### src/rtl/load_store_unit.sv
// rtl/load_store_unit.sv - sequential load/store unit with byte-lane memory handshake and load formatting
// Optional feature macro: LSU_MISALIGN_SPLIT_EN (misaligned accesses split into two beats instead of faulting)
module load_store_unit #(
  parameter int DATA_W = 32,
  parameter int ADDR_W = 32
) (
  input  logic                  clock,
  input  logic                  reset,
  input  logic                  req_valid,
  output logic                  req_ready,
  input  logic                  req_is_store,
  input  logic [1:0]            req_size,
  input  logic                  req_signed,
  input  logic [ADDR_W-1:0]     req_addr,
  input  logic [DATA_W-1:0]     req_wdata,
  output logic                  resp_valid,
  output logic [DATA_W-1:0]     resp_rdata,
  output logic                  resp_fault,
  output logic                  stall_out,
  output logic [ADDR_W-1:0]     mem_addr,
  output logic                  mem_re,
  output logic                  mem_we,
  output logic [DATA_W/8-1:0]   mem_be,
  output logic [DATA_W-1:0]     mem_wdata,
  input  logic [DATA_W-1:0]     mem_rdata,
  input  logic                  mem_ack
);

  localparam int NB = DATA_W / 8;
  localparam int OFF_W = $clog2(NB);
  localparam logic [1:0] SZ_MAX = 2'(OFF_W);

  typedef enum logic [1:0] {IDLE, ISSUE0, ISSUE1, RESP} state_t;

  state_t              state_q, state_d;
  logic                store_q, store_d;
  logic [1:0]          size_q, size_d;
  logic                signed_q, signed_d;
  logic [OFF_W-1:0]    off_q, off_d;
  logic                split_q, split_d;
  logic [NB-1:0]       be1_q, be1_d;
  logic [DATA_W-1:0]   wdata1_q, wdata1_d;
  logic [DATA_W-1:0]   rd0_q, rd0_d;
  logic                resp_valid_q, resp_valid_d;
  logic                resp_fault_q, resp_fault_d;
  logic [DATA_W-1:0]   resp_rdata_q, resp_rdata_d;
  logic                mem_re_q, mem_re_d;
  logic                mem_we_q, mem_we_d;
  logic [NB-1:0]       mem_be_q, mem_be_d;
  logic [ADDR_W-1:0]   mem_addr_q, mem_addr_d;
  logic [DATA_W-1:0]   mem_wdata_q, mem_wdata_d;

  // Request decode: lane offset, byte count, fault and split decisions.
  logic [OFF_W-1:0]    req_off;
  logic [3:0]          req_bytes;
  logic [NB-1:0]       lane_mask;
  logic [2*NB-1:0]     be_wide;
  logic [2*DATA_W-1:0] wd_wide;
  logic                req_fault;
  logic                req_split;

  // Decode the incoming request into lane enables, shifted data and fault/split flags.
  always_comb begin
    req_off   = req_addr[OFF_W-1:0];
    req_bytes = 4'd1 << req_size;
    lane_mask = NB'((16'd1 << req_bytes) - 16'd1);
    be_wide   = {{NB{1'b0}}, lane_mask} << req_off;
    wd_wide   = {{DATA_W{1'b0}}, req_wdata} << {req_off, 3'b000};
`ifdef LSU_MISALIGN_SPLIT_EN
    req_fault = (req_size > SZ_MAX);
    req_split = (int'(req_off) + int'(req_bytes)) > NB;
`else
    req_fault = (req_size > SZ_MAX) | (|(req_off & OFF_W'(req_bytes - 4'd1)));
    req_split = 1'b0;
`endif
  end

  // Load formatting: merge beats, shift the addressed bytes down, then extend.
  logic [DATA_W-1:0] ld_lo;
  logic [DATA_W-1:0] ld_shifted;
  logic [DATA_W-1:0] ld_fmt;
  logic              ld_sign;
  int                ld_nbits;

  // Build the formatted load result from the beat(s) returned by memory.
  always_comb begin
    ld_lo      = split_q ? rd0_q : mem_rdata;
    ld_shifted = DATA_W'({mem_rdata, ld_lo} >> {off_q, 3'b000});
    ld_nbits   = 8 << size_q;
    case (size_q)
      2'd0:    ld_sign = ld_shifted[7];
      2'd1:    ld_sign = ld_shifted[15];
      2'd2:    ld_sign = ld_shifted[31];
      default: ld_sign = ld_shifted[DATA_W-1];
    endcase
    ld_sign = ld_sign & signed_q;
    ld_fmt  = '0;
    for (int i = 0; i < DATA_W; i++) begin
      ld_fmt[i] = (i < ld_nbits) ? ld_shifted[i] : ld_sign;
    end
  end

  // Next-state and next registered-output logic for the access sequencer.
  always_comb begin
    state_d      = state_q;
    store_d      = store_q;
    size_d       = size_q;
    signed_d     = signed_q;
    off_d        = off_q;
    split_d      = split_q;
    be1_d        = be1_q;
    wdata1_d     = wdata1_q;
    rd0_d        = rd0_q;
    resp_valid_d = 1'b0;
    resp_fault_d = 1'b0;
    resp_rdata_d = '0;
    mem_re_d     = mem_re_q;
    mem_we_d     = mem_we_q;
    mem_be_d     = mem_be_q;
    mem_addr_d   = mem_addr_q;
    mem_wdata_d  = mem_wdata_q;
    case (state_q)
      IDLE: begin
        if (req_valid) begin
          store_d    = req_is_store;
          size_d     = req_size;
          signed_d   = req_signed;
          off_d      = req_off;
          split_d    = req_split;
          be1_d      = be_wide[2*NB-1:NB];
          wdata1_d   = wd_wide[2*DATA_W-1:DATA_W];
          mem_addr_d = {req_addr[ADDR_W-1:OFF_W], {OFF_W{1'b0}}};
          if (req_fault) begin
            state_d      = RESP;
            resp_valid_d = 1'b1;
            resp_fault_d = 1'b1;
          end else begin
            state_d     = ISSUE0;
            mem_re_d    = ~req_is_store;
            mem_we_d    = req_is_store;
            mem_be_d    = be_wide[NB-1:0];
            mem_wdata_d = wd_wide[DATA_W-1:0];
          end
        end
      end
      ISSUE0: begin
        if (mem_ack) begin
          rd0_d = mem_rdata;
          if (split_q) begin
            state_d     = ISSUE1;
            mem_addr_d  = mem_addr_q + ADDR_W'(NB);
            mem_be_d    = be1_q;
            mem_wdata_d = wdata1_q;
          end else begin
            state_d      = RESP;
            mem_re_d     = 1'b0;
            mem_we_d     = 1'b0;
            resp_valid_d = 1'b1;
            resp_rdata_d = store_q ? '0 : ld_fmt;
          end
        end
      end
      ISSUE1: begin
        if (mem_ack) begin
          state_d      = RESP;
          mem_re_d     = 1'b0;
          mem_we_d     = 1'b0;
          resp_valid_d = 1'b1;
          resp_rdata_d = store_q ? '0 : ld_fmt;
        end
      end
      default: begin
        state_d = IDLE;
      end
    endcase
  end

  // State and registered outputs; reset abandons any outstanding access.
  always_ff @(posedge clock) begin
    if (!reset) begin
      state_q      <= IDLE;
      store_q      <= 1'b0;
      size_q       <= '0;
      signed_q     <= 1'b0;
      off_q        <= '0;
      split_q      <= 1'b0;
      be1_q        <= '0;
      wdata1_q     <= '0;
      rd0_q        <= '0;
      resp_valid_q <= 1'b0;
      resp_fault_q <= 1'b0;
      resp_rdata_q <= '0;
      mem_re_q     <= 1'b0;
      mem_we_q     <= 1'b0;
      mem_be_q     <= '0;
      mem_addr_q   <= '0;
      mem_wdata_q  <= '0;
    end else begin
      state_q      <= state_d;
      store_q      <= store_d;
      size_q       <= size_d;
      signed_q     <= signed_d;
      off_q        <= off_d;
      split_q      <= split_d;
      be1_q        <= be1_d;
      wdata1_q     <= wdata1_d;
      rd0_q        <= rd0_d;
      resp_valid_q <= resp_valid_d;
      resp_fault_q <= resp_fault_d;
      resp_rdata_q <= resp_rdata_d;
      mem_re_q     <= mem_re_d;
      mem_we_q     <= mem_we_d;
      mem_be_q     <= mem_be_d;
      mem_addr_q   <= mem_addr_d;
      mem_wdata_q  <= mem_wdata_d;
    end
  end

  assign req_ready  = (state_q == IDLE);
  assign stall_out  = ((state_q == IDLE) && req_valid) || (state_q == ISSUE0) || (state_q == ISSUE1);
  assign resp_valid = resp_valid_q;
  assign resp_fault = resp_fault_q;
  assign resp_rdata = resp_rdata_q;
  assign mem_re     = mem_re_q;
  assign mem_we     = mem_we_q;
  assign mem_be     = mem_be_q;
  assign mem_addr   = mem_addr_q;
  assign mem_wdata  = mem_wdata_q;

endmodule

### config.mk
export PLATFORM = sky130hd
export DESIGN_NAME = load_store_unit
export DESIGN_NICKNAME = d
export VERILOG_FILES = /design/src/rtl/load_store_unit.sv
export SDC_FILE = /design/constraint.sdc
export NUM_CORES = 1
export LEC_CHECK = 0
export CAP_MARGIN = 15
export CELL_PAD_IN_SITES_DETAIL_PLACEMENT = 1
export CELL_PAD_IN_SITES_GLOBAL_PLACEMENT = 2
export CORE_MARGIN = 1
export CORE_UTILIZATION = 24
export CTS_CLUSTER_SIZE = 16
export DETAILED_ROUTE_END_ITERATION = 8
export GPL_TIMING_DRIVEN = 0
export PLACE_DENSITY = 0.77
export SETUP_SLACK_MARGIN = 0.2
export SKIP_LAST_GASP = 1
export SLEW_MARGIN = 40
export SYNTH_ARGS = -nofsm -noshare
export SYNTH_HDL_FRONTEND = slang
export SYNTH_SLANG_ARGS = --single-unit
### constraint.sdc
create_clock -name clock -period 2.4 [get_ports clock]
set_clock_uncertainty 0.1 [all_clocks]
set_input_delay 0.48 -clock clock [delete_from_list [all_inputs] [get_ports clock]]
set_output_delay 0.48 -clock clock [all_outputs]
set_load 0.02 [all_outputs]
==> summary.md, run 1 <==
| Metric | Value |
|---|---|
| Status | `finished clean` |
| Clock sink count | `110` |
| Routed vias/inst | `between 4 and 5` |
| Routed length per instance | `approximately 18 um` |
| Most used DFF post-synth | `dfxtp_1` |
| Global-route wire length before repair | `~30000 um` |
| CTS tree | `yes` |
| Final Hold Viols | `0` |
| Multi-input gate area | `between 2000 and 3000 um2` |
| Synth Cell Area | `a little over 5000 um2` |
| Gate count of the mapped netlist | `between 500 and 600` |
| Sequential Area | `between 2000 and 2500 um2` |
| Rel. slew slack | `54.8%` |
| F_max | `between 0.4 and 0.5 GHz` |
| Critical Path RT | `about 1.8 ns` |
| Worst IR Drop VDD | `397 uV` |
| Largest net degree at the start of global routing | `17` |
| DR iter-0 viols | `~200` |
| Total Routed Length | `about 19000 um` |
| Post-Layout Cell Count | `between 1000 and 1500` |
| Synth cell types | `40` |
| Skew-Pair Late Insertion Delay | `0.35 ns` |
| Clock root cell | `clkbuf_16` |
| CP Launch Type | `flip-flop` |
| PwrDens | `approximately 890 nW/um2` |
| Placed insts | `1073` |
| Synthesized area per cell | `8.66 um2` |
| Dpl cell area | `about 7500 um2` |
| Post-DP HPWL | `approximately 15000 um` |
| # DRC | `0` |
| Max-slew violation count | `0` |
| Synthesis-stage register bit count | `110` |
| Top cells by count, synth | `128 x nand2_1, 110 x dfxtp_1, 70 x a21oi_1, 43 x mux2i_1, 31 x mux2_2` |
| H-tree lvl count | `3` |
| Global placement routability congestion | `approximately 0.76` |
| Width of the die | `between 100 and 150 um` |
| Clk buf depth | `2` |
| Layout Nets | `about 900` |
| Synthesis-to-layout area growth | `53.7%` |
| Hold WC Path Type | `flip-flop to flip-flop` |
| Top cells by area in the synthesized netlist | `dfxtp_1 43%, nand2_1 9.4%, mux2i_1 8.4%` |
| Post-synth EDFFs | `0` |
| Port bufs | `between 200 and 250` |
| Arrival time worst endpoint | `1.53 ns` |
| Final min period | `between 2 and 2.5 ns` |
| IO Count | `210` |
| Chip height | `between 100 and 150 um` |
| Max Cap Viol | `0` |
| Worst-path clk slew | `roughly 0.07 ns` |
| Most frequent cell after synthesis | `nand2_1` |
| Total CTS buffers | `9` |
| Core area | `around 21000 um2` |
| Initial antenna violation count | `0` |
| CP endpoint kind | `output pin` |
| FP Rows | `53` |
| Ys Warns | `0` |
| RSZ-0062 raised after global routing | `true` |
| CP Class | `flip-flop to output pin` |
| Largest area contributor in the netlist | `dfxtp_1` |
| Vias in the first global route | `between 5000 and 6000` |
| Share of layout cells above drive strength 1 | `a little over an eighth` |
| GRT Util Overall | `approximately 18%` |
| Slew @ Worst Pin | `around 0.68 ns` |
| Initial core utilization | `roughly 24%` |
| Final worst path period share | `about 90%` |
| Die ar. | `roughly 22000 um2` |
| FILL cells | `roughly 2400` |
| Grt total ovfl | `0` |
| Post-route ant nets | `0` |
| Asr flop ratio synth | `0%` |
| 1st-pass router iterations | `4` |
| Total number of vias | `between 5000 and 6000` |
| Critical Path Fanout Max | `10` |
| Post-synth top area share | `42.9%` |
| Setup violators final | `0` |
| N_diodes | `0` |
| Sequential-to-total area share from yosys stat | `between 40% and 50%` |
| Leakage | `about 2.9 nW` |
| Hold_buf cts | `0` |
| Final Instance Area | `~7900 um2` |
-- metal layers --
metal | track usage, % | part of all wire (%) | up-vias
met5 | 0 | 0 | -
met4 | 4.02 | 0.95 | 0
met3 | 4.05 | 5.4 | 10
met2 | 29.5 | 47 | 147
met1 | 23.5 | 47 | 2404
li1 | - | - | 2494
-- path summary, 6_finish.rpt --
kind                              startpoint            end  slack, ns  depth (start not counted)
worst max-delay path              state_q[1]      stall_out       0.29                          6
worst min-delay path            mem_addr[17]   mem_addr[17]       0.36                          2
worst max register to register      off_q[0]  resp_rdata[5]       0.37                          4
worst min register to register  mem_addr[17]   mem_addr[17]       0.36                          2
-- logic make-up after synthesis --
group | after synthesis | share of synthesized area [%]
AO/OA/AOI/OAI | 139 | 16.4
adder cells (fa/ha/maj) | 7 | 1.71
buffers and inverters | 56 | 5.24
flip-flops | 110 | 42.9
multiplexers | 76 | 16.1
other | 1 | 0.0730
AND/OR/NAND/NOR | 204 | 17.7
-- report_power, final --
part / switching (mW) / total [mW] / internal, mW
registers: 0.203 / 2.39 / 2.18
logic: 1.75 / 3.07 / 1.33
clock network: 0.685 / 1.60 / 0.910
-- critical path, cell delays in order, from the launching register on --
cell and delay, ns:
dfxtp_2 0.35, inv_1 0.10, ha_2 0.20, buf_6 0.14
nand2_4 0.09, nand2_1 0.12, clkbuf_2 0.18
-- flip-flops by register name, indices dropped and copies added, names as in the netlist, 2 cells and up --
name / count
mem_addr: 30
mem_be: 4
mem_wdata: 32
off_q: 2
resp_rdata: 32
size_q: 2
state_q: 2
-- final cells by class --
class / count / share of cell area [%]
clock inverter: 4 / 0.919
inverter: 6 / 0.285
sequential: 110 / 27.9
multi-input combinational: 428 / 34.2
clock buffer: 11 / 2.95
buffer: 50 / 3.46
tap: 275 / 4.36
timing repair buffer: 205 / 25.9
-- per-stage QoR --
stage               hold slack (ns)  power [mW]  setup slack [ns]  TNS, ns  utilization [%]
floorplan                     0.332        4.06             0.371        0                -
global placement              0.341        5.43            -0.303    -6.87             35.8
detailed placement            0.347        5.44            -0.332    -7.24             35.8
CTS                           0.359        7.13            0.0649        0             37.4
global route                  0.375        7.50             0.193        0             37.6
finish                        0.356        7.06             0.291        0             37.6
-- placed cells by master (no fill, tap or decap), types with 3 or more instances in the layout --
cell type,n
a211oi_1,12
a21oi_1,70
buf_1,4
buf_2,19
buf_4,5
clkbuf_1,15
clkbuf_16,9
clkbuf_2,4
clkbuf_4,5
clkdlybuf4s50_1,202
dfxtp_1,108
ha_1,6
inv_1,3
mux2_2,31
mux2i_1,43
nand2_1,127
nand2b_1,4
nand3_1,15
nand4_1,9
nor2_1,29
nor2b_1,3
nor3_2,3
o2111ai_1,12
o211a_1,5
o21ai_0,27
o21ai_2,10
-- timing repair --
item / CTS / global route
setup endpoints to repair: 35 / 66
gates resized for setup: 13 / 17
pin swaps: 1 / 0
hold endpoints to repair: 0 / 0
buffers inserted: 1 / 0
(Power assumes the default switching activity.)
==> run 2: changes to the inputs <==
- CTS_CLUSTER_SIZE: 16 -> 40
==> results of run 2 <==
No change in the layout: final DEF, timing and power equal those of run 1.
==> RTL change 1, RTL diff (flow settings as in run 1) <==
Set the parameter `ADDR_W` to 48 (it was 32).
--- a/src/rtl/load_store_unit.sv
+++ b/src/rtl/load_store_unit.sv
@@ -2,7 +2,7 @@
 // Optional feature macro: LSU_MISALIGN_SPLIT_EN (misaligned accesses split into two beats instead of faulting)
 module load_store_unit #(
   parameter int DATA_W = 32,
-  parameter int ADDR_W = 32
+  parameter int ADDR_W = 48
 ) (
   input  logic                  clock,
   input  logic                  reset,
Ports: changed (resized mem_addr and req_addr); port bits go from 210 to 242. No check against the original RTL was run, so the function may have changed too.
==> RTL change 1 against run 1 <==
- design area is 16% higher
- synthesized cell count is 16% higher
- worst setup slack better by 0.0089 ns
- power is 28% higher
- worst hold slack worse by 0.039 ns
- sequential cell count is 16 higher
- highest routed layer unchanged
- area after synthesis is 12% higher
- wire length is 16% higher
==> RTL change 1: results (changes against run 1) <==
Status
  • Result of the run: complete, no violations (unchanged)

Setup path
  • Worst Path Class, Setup: reg -> out (unchanged)
  • Crit-path max FO: 10 (unchanged)
  • Launching point of the worst reg2reg path: state_q[1] (was off_q[0])
  • Worst R2R Path Depth: 7 (was 4)
  • R2R setup slack: 0.33 ns (was 0.37 ns)
  • Capture point of the worst reg-to-reg path: resp_rdata[13] (was resp_rdata[5])

Clock tree
  • Clock Path Buffers: 2 (unchanged)
  • Clock root buffer: clkbuf_16 (unchanged)
  • Clock latency of the later-clocked register in the worst-skew pair: 0.41 ns (was 0.35 ns)
  • Total clock buffers created by CTS: 17 (was 9)
  • Number of H-tree levels: 4 (was 3)
  • Worst-path clk slew: 0.06 ns
  • Post-CTS setup buffer count: 0 (was 1)

Placed design
  • Number of buffers inserted by port buffering: 237 (was 204)
  • Final RePlAce weighted congestion: 0.805 (was 0.759)
  • Final HPWL from detailed placement: 17100 µm (was 14700 µm)
  • Placed insts: 1246 (was 1073)

Yosys
  • Main area contributors after synthesis: dfxtp_1 (44%), nand2_1 (10%), mux2i_1 (8.6%) (was dfxtp_1 (43%), nand2_1 (9.4%), mux2i_1 (8.4%))
  • Number of different library cells in the post-synthesis netlist: 47 (was 40)
  • Synth top cells by count: nand2_1 (160), dfxtp_1 (126), a21oi_1 (97) (was nand2_1 (128), dfxtp_1 (110), a21oi_1 (70))
  • Proportion of synthesized flip-flops having asynchronous set or reset: 0 (unchanged)
  • Gate Count Post-Synth: 689 (was 593)
  • Proportion of synthesized chip area in sequential cells: 0.440 (was 0.429)
  • Most used DFF post-synth: dfxtp_1 (unchanged)
  • Total of warnings raised by yosys: 0 (unchanged)

Route
  • Total wire length after detailed routing: 22600 µm (was 19400 µm)
  • Number of violations reported at the end of detailed-routing iteration 0: 204 (was 195)
  • Number of vias per cell after detailed routing: 4.58 (was 4.64)
  • First-pass detailed-route iteration total: 4 (unchanged)
  • Final routed wire length divided by cell count: 17.7 µm (was 17.8 µm)

Min path
  • Hold path startpoint: req_valid (was mem_addr[17])
  • Cell count of the worst hold path: 3 (was 2)
  • Min-Delay Endpoint: store_q (was mem_addr[17])
  • Worst min-delay path class: in -> reg (was reg -> reg)

Global route
  • Maximum number of pins on one net before global-route repair: 17 (unchanged)
  • Aggregate global-route resource usage: 0.188 (was 0.178)
  • Global-route wire length before repair: 34500 µm (was 29900 µm)
  • Initial antenna violation count: 1 (was 0)
  • Vias in the first global route: 6107 (was 5195)

Final layout
  • Final #Nets: 1073 (was 921)
  • Share of post-route cells with drive strength above 1: 0.0991 (was 0.131)
  • Largest register FFs: 46
  • Count of inserted antenna diode cells: 0 (unchanged)

STA
  • Relative slew margins: 0.574 (was 0.548)
  • Final Hold Viols: 0 (unchanged)

Power and ir drop
  • Cell internal power dissipation: 5.63 mW (was 4.42 mW)
  • Static power due to leakage: 3.34 nW (was 2.95 nW)
  • Max IR drop VDD: 0.000455 V (was 0.000397 V)
RTL change 1: cell count changes in the layout (fill, tap and decap cells not counted), sizes merged, moves of 9 or more:
cell,before,now
a21oi,70,97
nand2,128,160
o2111ai,12,3
dfxtp,110,126
clkdlybuf4s50,202,235
mux2,31,16
clkbuf,33,52
RTL change 1: cell families after synthesis:
kind of cell | count (synthesis) | share of synthesized area
AND/OR/NAND/NOR | 254 | 0.196
AO/OA/AOI/OAI | 169 | 0.170
flip-flops | 126 | 0.440
multiplexers | 66 | 0.121
buffers and inverters | 65 | 0.0552
adder cells (fa/ha/maj) | 7 | 0.0153
other | 1 | 0.000654
XOR/XNOR | 1 | 0.00153
RTL change 1: power by group through the flow:
| stage | combinational [mW] | clock (mW) | sequential, mW |
|---|---|---|---|
| floorplan | 1.46 | 0 | 3.25 |
| global placement | 3.57 | 0 | 2.78 |
| detailed placement | 3.59 | 0 | 2.79 |
| CTS | 3.63 | 2.72 | 2.75 |
| global route | 3.93 | 2.81 | 2.80 |
| finish | 3.61 | 2.66 | 2.75 |
RTL change 1: area by class of cell:
cell class / count / area (µm²)
Buffer: 58 / 315
Clock buffer: 19 / 443
Clock inverter: 13 / 156
Fill cell: 2773 / 14300
Inverter: 7 / 26.3
Multi-Input combinational cell: 499 / 2930
Sequential cell: 126 / 2520
Tap cell: 319 / 399
Timing Repair Buffer: 237 / 2370
RTL change 1: what timing repair did:
action                     in CTS  in global routing
gates resized for setup        17                 11
setup endpoints to repair      85                 58
pin swaps                       1                  1
RTL change 1: worst max-delay path by stage:
stage,to,slack [ns],cells after the start
6_report,stall_out,0.30,6
4_1_cts,stall_out,0.17,6
3_3_place_gp,mem_wdata[1],-0.16,6
2_1_floorplan,mem_be[1],0.38,8
3_5_place_dp,mem_wdata[7],-0.22,6
5_1_grt,mem_be[2],0.23,5
RTL change 1: critical path: stages (launching register included):
cell	delay [ns]
dfxtp_2	0.35
inv_1	0.14
ha_4	0.16
buf_6	0.15
nand2_8	0.08
nand2_1	0.06
buf_2	0.17
RTL change 1: routing by layer:
metal,global-route usage,part of all wire,up-vias
met5,0,0,-
met4,0.0448,0.011,0
met3,0.0570,0.080,18
met2,0.312,0.47,211
met1,0.236,0.44,2737
li1,-,-,2890
RTL change 1: stage by stage:
step	setup slack (ns)	instance area, µm²	hold slack [ns]
after floorplan	0.383	5730	0.332
after global placement	-0.161	8510	0.339
after detailed placement	-0.218	8510	0.346
after CTS	0.171	9130	0.280
after global routing	0.231	9160	0.307
final	0.300	9160	0.317
==> RTL change 2, RTL diff (flow settings as in run 1) <==
Made on the original files. Re-encode `state_t` (4 states) as Gray code, 2 bits wide.
--- a/src/rtl/load_store_unit.sv
+++ b/src/rtl/load_store_unit.sv
@@ -30,7 +30,7 @@
   localparam int OFF_W = $clog2(NB);
   localparam logic [1:0] SZ_MAX = 2'(OFF_W);
 
-  typedef enum logic [1:0] {IDLE, ISSUE0, ISSUE1, RESP} state_t;
+  typedef enum logic [1:0] {IDLE = 2'b00, ISSUE0 = 2'b01, ISSUE1 = 2'b11, RESP = 2'b10} state_t;
 
   state_t              state_q, state_d;
   logic                store_q, store_d;
Check against the original RTL: no difference found for any inputs over 4 cycles, from zero or initial values and one cycle with reset low; so few cycles prove little.
==> RTL change 2 against run 1 <==
- design area rose by 3.9%
- cell count rose by 0.46%
- worst setup slack got worse by 0.19 ns
- wire length increased by 3.1%
- area after synthesis grew 3.3%
- sequential cell count did not move
- critical path type unchanged
Power is not compared: it rests on default switching activity, and its combinational part moved more than twofold at a synthesized area within 25%.
==> RTL change 2: results (changes against run 1) <==
Yosys
  • Average cell area after synthesis: 9.14 µm² (was 8.66 µm²)
  • Synth top cells by count: dfxtp_1 (110), nand2_1 (90), a21oi_1 (64) (was nand2_1 (128), dfxtp_1 (110), a21oi_1 (70))
  • Compound-Gate Fraction of Synth Area: 0.197 (was 0.164)
  • Synth Area in Adders: 0.00425 (was 0.0171)
  • Proportion of synthesized chip area in sequential cells: 0.415 (was 0.429)
  • Number of different library cells in the post-synthesis netlist: 44 (was 40)

Global route
  • Maximum number of pins on one net before global-route repair: 20 (was 17)
  • Vias in the first global route: 5129 (was 5195)
  • Global-route wire length before repair: 29700 µm (was 29900 µm)
  • Aggregate global-route resource usage: 0.174 (was 0.178)

Placed design
  • Final HPWL from detailed placement: 15300 µm (was 14700 µm)
  • Setup slack after placement: -0.885 ns (was -0.332 ns)
  • Final RePlAce weighted congestion: 0.813 (was 0.759)
  • Placed insts: 1067 (was 1073)
  • Area after detailed placement: 0.00772 mm² (was 0.00752 mm²)

Setup path
  • Crit-path max FO: 4 (was 10)
  • Delay of the slowest critical-path stage: 0.37 ns (was 0.35 ns)
  • CP max-delay cell: or3b_4 (was dfxtp_2)
  • Arrival time at the worst endpoint: 1.71 ns (was 1.53 ns)

Route
  • Number of violations reported at the end of detailed-routing iteration 0: 164 (was 195)
  • Met3 layer wire length in the routed design: 851 µm (was 1050 µm)
  • Total wire length after detailed routing: 20000 µm (was 19400 µm)
  • Met1 routed wirelength after detailed routing: 9540 µm (was 9070 µm)
  • Number of vias per cell after detailed routing: 4.73 (was 4.64)
  • DR vias: 5177 (was 5055)

Final layout
  • Share of post-route cells with drive strength above 1: 0.117 (was 0.131)
  • Count of inserted antenna diode cells: 0 (unchanged)
  • Final #Nets: 914 (was 921)
  • Layout overhead on the synthesized area: 54.7% (was 53.7%)
  • Fill count: 2528 (was 2449)

STA
  • Slew at the pin with the worst max-slew slack: 0.744 ns (was 0.678 ns)

Status
  • Result of the run: complete, no violations (unchanged)
## RTL change 2: path summary, 6_finish.rpt
path,slack (ns),endpoint,startpoint,cells past startpoint
hold / removal,0.36,mem_addr[14],mem_addr[14],2
setup / recovery,0.11,stall_out,state_q[0],7
hold reg to reg,0.36,mem_addr[14],mem_addr[14],2
setup reg to reg,0.31,mem_wdata[16],state_q[0],7
## RTL change 2: cell families after synthesis
kind of cell | Yosys count
and+or+nand+nor | 164
AOI/OAI and AO/OA | 155
DFF | 110
buffers and inverters | 80
muxes | 68
adders and majority gates | 2
other | 1
## RTL change 2: final cells by class
type / count / area share
tap: 280 / 0.0427
inverter: 20 / 0.00915
sequential: 110 / 0.269
multi-input combinational: 391 / 0.342
clock buffer: 9 / 0.0275
timing repair buffer: 217 / 0.260
clock inverter: 7 / 0.00991
buffer: 60 / 0.0395
## RTL change 2: power breakdown
| group | leakage (nW) | switching [mW] | internal (mW) |
|---|---|---|---|
| registers | 0.896 | 0.0449 | 1.91 |
| clock network | 0.141 | 0.780 | 0.827 |
| logic | 1.91 | 0.603 | 0.558 |
## RTL change 2: repair_timing
action                                  4_1_cts  5_1_grt
buffers inserted                              4        7
gates resized for setup                      27       28
pin swaps                                     1        4
endpoints found under the setup margin       90       81
## RTL change 2: worst register-to-register path: stages, from the launching register on
cell,delay (ns)
dfxtp_2,0.32
buf_6,0.11
or3b_4,0.37
buf_6,0.13
buf_4,0.14
buf_2,0.19
nor3_4,0.44
a211oi_1,0.15
## RTL change 2: layer usage
metal	up-vias	track usage
met5	-	0
met4	0	0.0450
met3	11	0.0248
met2	126	0.283
met1	2494	0.241
li1	2546	-
